==> config.mk <==
export PLATFORM = sky130hd
export DESIGN_NAME = uart_tx_arbiter
export DESIGN_NICKNAME = d
export VERILOG_FILES = /design/src/rtl/term_pkg.sv /design/src/rtl/uart_tx_arbiter_rr_pick.sv /design/src/rtl/uart_tx_arbiter.sv
export SDC_FILE = /design/constraint.sdc
export NUM_CORES = 1
export LEC_CHECK = 0
export CAP_MARGIN = 20
export CORE_MARGIN = 2
export CORE_UTILIZATION = 30
export CTS_BUF_LIST = sky130_fd_sc_hd__clkbuf_8 sky130_fd_sc_hd__clkbuf_16
export CTS_CLUSTER_DIAMETER = 200
export DETAILED_ROUTE_END_ITERATION = 10
export HOLD_SLACK_MARGIN = 0.05
export PLACE_DENSITY = 0.49
export RECOVER_POWER = 25
export SYNTH_ARGS = -nofsm -noshare
export SYNTH_HDL_FRONTEND = slang
export SYNTH_SLANG_ARGS = --single-unit
==> constraint.sdc <==
create_clock -name clk -period 2.2 [get_ports clk]
set_input_delay 0.44 -clock clk [delete_from_list [all_inputs] [get_ports clk]]
set_output_delay 0.44 -clock clk [all_outputs]
set_load 0.01 [all_outputs]
==> src/rtl/term_pkg.sv <==
// Shared constants for the terminal UART transmit path.
// Holds the arbiter state encoding, ASCII control codes and default sizing.
package term_pkg;

   typedef enum logic [2:0] {
      IDLE       = 3'd0,
      ISSUE      = 3'd1,
      WAIT_DONE  = 3'd2,
      GAP_WAIT   = 3'd3,
      LOCK_STALL = 3'd4
   } state_t;

   localparam logic [7:0] ASCII_ESC      = 8'h1B;
   localparam logic [7:0] ASCII_LBRACKET = 8'h5B;
   localparam logic [7:0] ASCII_CR       = 8'h0D;
   localparam logic [7:0] ASCII_LF       = 8'h0A;

   localparam int NREQ_DEFAULT = 3;

endpackage

==> src/rtl/uart_tx_arbiter_rr_pick.sv <==
// Round-robin picker: first set request searching upward from ptr+1, mod NREQ.
// Ports: req (request vector), ptr (last served), onehot/idx (winner), valid.
module rr_pick
   import term_pkg::*;
#(
   parameter int NREQ = NREQ_DEFAULT,
   parameter int PW   = $clog2(NREQ)
) (
   input  logic [NREQ-1:0] req,
   input  logic [PW-1:0]   ptr,
   output logic [NREQ-1:0] onehot,
   output logic [PW-1:0]   idx,
   output logic            valid
);

   always_comb begin
      onehot = '0;
      idx    = '0;
      valid  = 1'b0;
      for (int i = 1; i <= NREQ; i++) begin
         int j;
         j = int'(ptr) + i;
         if (j >= NREQ) j = j - NREQ;
         if (!valid && req[j]) begin
            valid     = 1'b1;
            onehot[j] = 1'b1;
            idx       = PW'(j);
         end
      end
   end

endmodule

==> src/rtl/uart_tx_arbiter.sv <==
// Shares one UART transmitter between NREQ byte sources, round-robin,
// with a packet lock so multi-byte sequences are never interleaved.
// Ports: clk, rst (sync, active-low); i_req_byte/i_req_v/i_req_last per
// requester, o_req_ack pulse on consume; o_grant one-hot owner;
// o_byte/o_byte_v to UART; i_tx_active/i_tx_done from UART;
// o_busy (not idle); o_err pulse on timeout abort.
module uart_tx_arbiter
   import term_pkg::*;
#(
   parameter int NREQ    = NREQ_DEFAULT,
   parameter int TIMEOUT = 100000,
   parameter int GAP     = 0
) (
   input  logic              clk,
   input  logic              rst,
   input  logic [NREQ*8-1:0] i_req_byte,
   input  logic [NREQ-1:0]   i_req_v,
   input  logic [NREQ-1:0]   i_req_last,
   output logic [NREQ-1:0]   o_req_ack,
   output logic [NREQ-1:0]   o_grant,
   output logic [7:0]        o_byte,
   output logic              o_byte_v,
   input  logic              i_tx_active,
   input  logic              i_tx_done,
   output logic              o_busy,
   output logic              o_err
);

   localparam int PW = $clog2(NREQ);
   localparam int TW = $clog2(TIMEOUT + 1);
   localparam int GW = (GAP > 0) ? $clog2(GAP + 1) : 1;

   // Abort fires on the edge the timer would reach TIMEOUT.
   localparam logic [TW-1:0] T_LAST  = TW'(TIMEOUT - 1);
   localparam logic [GW-1:0] G_LAST  = GW'((GAP > 0) ? GAP - 1 : 0);
   localparam logic [PW-1:0] PTR_RST = PW'(NREQ - 1);

   state_t          state;
   logic [PW-1:0]   ptr;
   logic [PW-1:0]   own;
   logic            last_q;
   logic [TW-1:0]   timer;
   logic [GW-1:0]   gap_cnt;

   logic [NREQ-1:0] pick_hot;
   logic [PW-1:0]   pick_idx;
   logic            pick_v;

   logic [7:0]      own_byte;
   logic            own_v;
   logic            own_last;

   rr_pick #(
      .NREQ (NREQ),
      .PW   (PW)
   ) u_pick (
      .req    (i_req_v),
      .ptr    (ptr),
      .onehot (pick_hot),
      .idx    (pick_idx),
      .valid  (pick_v)
   );

   assign own_byte = i_req_byte[8*int'(own) +: 8];
   assign own_v    = i_req_v[own];
   assign own_last = i_req_last[own];

   always_ff @(posedge clk) begin
      if (!rst) begin
         state     <= IDLE;
         ptr       <= PTR_RST;
         own       <= '0;
         last_q    <= 1'b0;
         timer     <= '0;
         gap_cnt   <= '0;
         o_req_ack <= '0;
         o_grant   <= '0;
         o_byte    <= '0;
         o_byte_v  <= 1'b0;
         o_busy    <= 1'b0;
         o_err     <= 1'b0;
      end else begin
         o_byte_v  <= 1'b0;
         o_req_ack <= '0;
         o_err     <= 1'b0;
         unique case (state)
            IDLE: begin
               if (pick_v) begin
                  o_grant <= pick_hot;
                  own     <= pick_idx;
                  o_busy  <= 1'b1;
                  state   <= ISSUE;
               end
            end
            ISSUE: begin
               if (!own_v) begin
                  timer <= '0;
                  state <= LOCK_STALL;
               end else if (!i_tx_active) begin
                  o_byte    <= own_byte;
                  o_byte_v  <= 1'b1;
                  o_req_ack <= o_grant;
                  last_q    <= own_last;
                  timer     <= '0;
                  state     <= WAIT_DONE;
               end
            end
            WAIT_DONE: begin
               // A done in the strobe cycle belongs to the previous byte.
               if (i_tx_done && !o_byte_v) begin
                  if (GAP > 0) begin
                     gap_cnt <= '0;
                     state   <= GAP_WAIT;
                  end else if (last_q) begin
                     ptr     <= own;
                     o_grant <= '0;
                     o_busy  <= 1'b0;
                     state   <= IDLE;
                  end else begin
                     state <= ISSUE;
                  end
               end else if (timer == T_LAST) begin
                  o_err   <= 1'b1;
                  ptr     <= own;
                  o_grant <= '0;
                  o_busy  <= 1'b0;
                  state   <= IDLE;
               end else begin
                  timer <= timer + TW'(1);
               end
            end
            GAP_WAIT: begin
               if (gap_cnt == G_LAST) begin
                  if (last_q) begin
                     ptr     <= own;
                     o_grant <= '0;
                     o_busy  <= 1'b0;
                     state   <= IDLE;
                  end else begin
                     state <= ISSUE;
                  end
               end else begin
                  gap_cnt <= gap_cnt + GW'(1);
               end
            end
            LOCK_STALL: begin
               // Grant is held so nobody can interleave into the packet.
               if (own_v) begin
                  state <= ISSUE;
               end else if (timer == T_LAST) begin
                  o_err   <= 1'b1;
                  ptr     <= own;
                  o_grant <= '0;
                  o_busy  <= 1'b0;
                  state   <= IDLE;
               end else begin
                  timer <= timer + TW'(1);
               end
            end
            default: begin
               o_grant <= '0;
               o_busy  <= 1'b0;
               state   <= IDLE;
            end
         endcase
      end
   end

endmodule

==> results.ini <==
[worst_setup_path]
critical_path.max_stage_delay_ps = 550
timing.rr.end = ptr[0]
critPathArrivalTime_ps = 2330
worstSetupPathType = register to register
crit_chain = or4b_4 -> or4_1 -> o21a_1 -> nor3_2 -> buf_4 -> mux2i_1
path_depth = 6
crit_buf_inv = 1
worstSetupStartpointType = register
cp_top_family = simple AND/OR/NAND/NOR gates
crit_path_end = ptr[0]
cp-end-kind = register
path_max_fanout = 3
worstSetupStartpoint = timer[5]
r2r_cells = 6
slowest_stage = or4b_4
ff2ff_setup_slack_ps = 100
worstPathRequired_ps = 2430
rr_startpoint = timer[5]

[placed_design]
post-place-ws_ps = -321
dpl.cell_count = 506
io_buffer_count = 50
globalplace.congestion = 0.878
dp_hpwl_um = 5420
dpl_cell_area_um2 = 3570

[synthesis]
synthFlopType = dfxtp_1
synth_largest_area_cell = dfxtp_1
synth_edf_count = 0
post_synth.cell_area_avg_um2 = 8.29
yosysSeqAreaShare_pct = 31.6
netlist_instances = 321
async_reset_ff_share_pct = 0
synth_area_um2 = 2660
yosysWarnings = 0
synth_area_leaders = dfxtp_1 (32%), mux2i_1 (6.4%), a21oi_1 (5.6%)
synth_cell_types = 62
synthesis.nets = 362
synth_seq_cells = 42
synth_top_cell_area_share_pct = 31.6

[route]
drt_wl_total_um = 7300
vias = 2679
viasPerCell = 5.19
drc = 0
dr.pass1.iters = 4
wl_per_cell_um = 14.1
final_antenna_net_count = 0
first_iter_violations = 94

[floorplan]
fp.dieW_um = 98.2
die-area_um2 = 9650
floorplan.core_area_um2 = 8680
rows = 34
start_util_pct = 30.7
die_h_um = 98.2
ios = 51

[power]
p_per_area_nw_per_um2 = 704
cellLeakagePower_nw = 1.40
finalPower_mw = 2.62
ir_worst_vdd_v = 0.000275

[clock_tree]
clk_path_buf_depth = 2
clkSlewWorstSetupHoldPaths_ps = 90
cts_tree = done
numCtsBuffers = 5
clkLatencyLatePin_ps = 300
root_buffer = clkbuf_8
numClockSinks = 42
htree_levels = 2

[finish]
design_area_um2 = 3720
final_nets = 448
syn_to_final_growth_pct = 39.7
finish.utilization_pct = 42.9
antenna_cells = 0
fin_cells = 516
drive_above_1_share_pct = 19.6
layout_commonest_cell = buf_4
final_cell_mix = buf_4 (46), dfxtp_1 (42), clkdlybuf4s50_1 (37)

[global_routing]
grt-ovfl-total = 0
grt_max_degree = 30
antenna_found_initial = 0
grt_pass1_vias = 2448
grt_pass1_wl_um = 11900
track_usage_pct = 14.8

[timing]
relSlewSlack_pct = 59.8
timing.final.crit_share_pct = 95.5
hold_slack_ps = 456
rsz0062_at_grt = no
drv_slew = 0
finalWorstSetupSlack_ps = 98.9
tns_ps = 0
final-setup-viol-count = 0
fin_crit_ps = 2100
finalHoldViolations = 0
max_freq_mhz = 476
worst_slew_pin_slew_ps = 601
skew_ps = 6.69

[run]
drv_cap = 0

[hold_path]
holdCritPathClass = register to register

[run_status]
outcome = finished, final reports clean

flip-flops by register name, summed over array words and instances, names as in the netlist, 2 cells and up:
signal	flops
ptr	2
timer	17
o_req_ack	3
o_byte	8
o_grant	3
state	3
own	2
final cells by class:
cell class,instances,area (µm²)
inverters,10,37.5
flip-flops and latches,42,841
fillers,888,4960
multi-input cells,249,1720
clock buffers,6,82.6
clock inverters,2,12.5
well taps,108,135
repair buffers,99,890
tightest hold or removal path: stages (launching register included):
cell and delay (ps):
dfxtp_1 320, nand2_1 50, o21ai_1 50
cells in the mapped netlist (5+ instances only):
library cell and count:
a21oi_1 30, nor2_1 35, mux2i_1 17, o31ai_1 12, nor2b_1 5, o21ai_1 5, clkbuf_1 13, ha_1 7
nor4_1 5, a211oi_1 11, inv_1 10, o21ai_0 5, dfxtp_1 42, nand2_1 22, nand3_1 8, or4_1 14
power breakdown:
part	leakage (nW)	internal, mW	switching (mW)
sequential	0.340	0.833	0.0482
combinational	1.01	0.525	0.675
clock	0.0472	0.253	0.286
total	1.40	1.61	1.01
logic make-up after synthesis:
family / Yosys count / share of synthesized area (%)
flops: 42 / 31.6
mux: 20 / 7.80
buf+inv: 31 / 5.55
compound gates: 97 / 25.4
simple gates: 124 / 26.4
fa+ha+maj: 7 / 3.29
layer usage:
metal	wire length [µm]	GRT usage (%)	part of all wire, %
met1	3570	21.1	49
met2	3180	21.8	44
met3	403	3.44	5.5
met4	148	5.69	2.0
met5	0	0	0
worst min path at each step:
stage	from	endpoint	slack, ps	depth (start not counted)
3_3_place_gp	o_busy	o_busy	450	2
2_1_floorplan	timer[16]	timer[16]	450	2
5_1_grt	o_busy	o_busy	490	2
3_5_place_dp	o_busy	o_busy	440	2
6_report	o_busy	o_busy	460	2
4_1_cts	o_busy	o_busy	460	2
what timing repair did:
item                       CTS  global route
cloned                       0             1
pin swaps                    0             2
setup endpoints to repair    4             8
hold buffers                 0             0
buffers inserted             0             1
resized for setup            2             6
(Power assumes the default switching activity.)
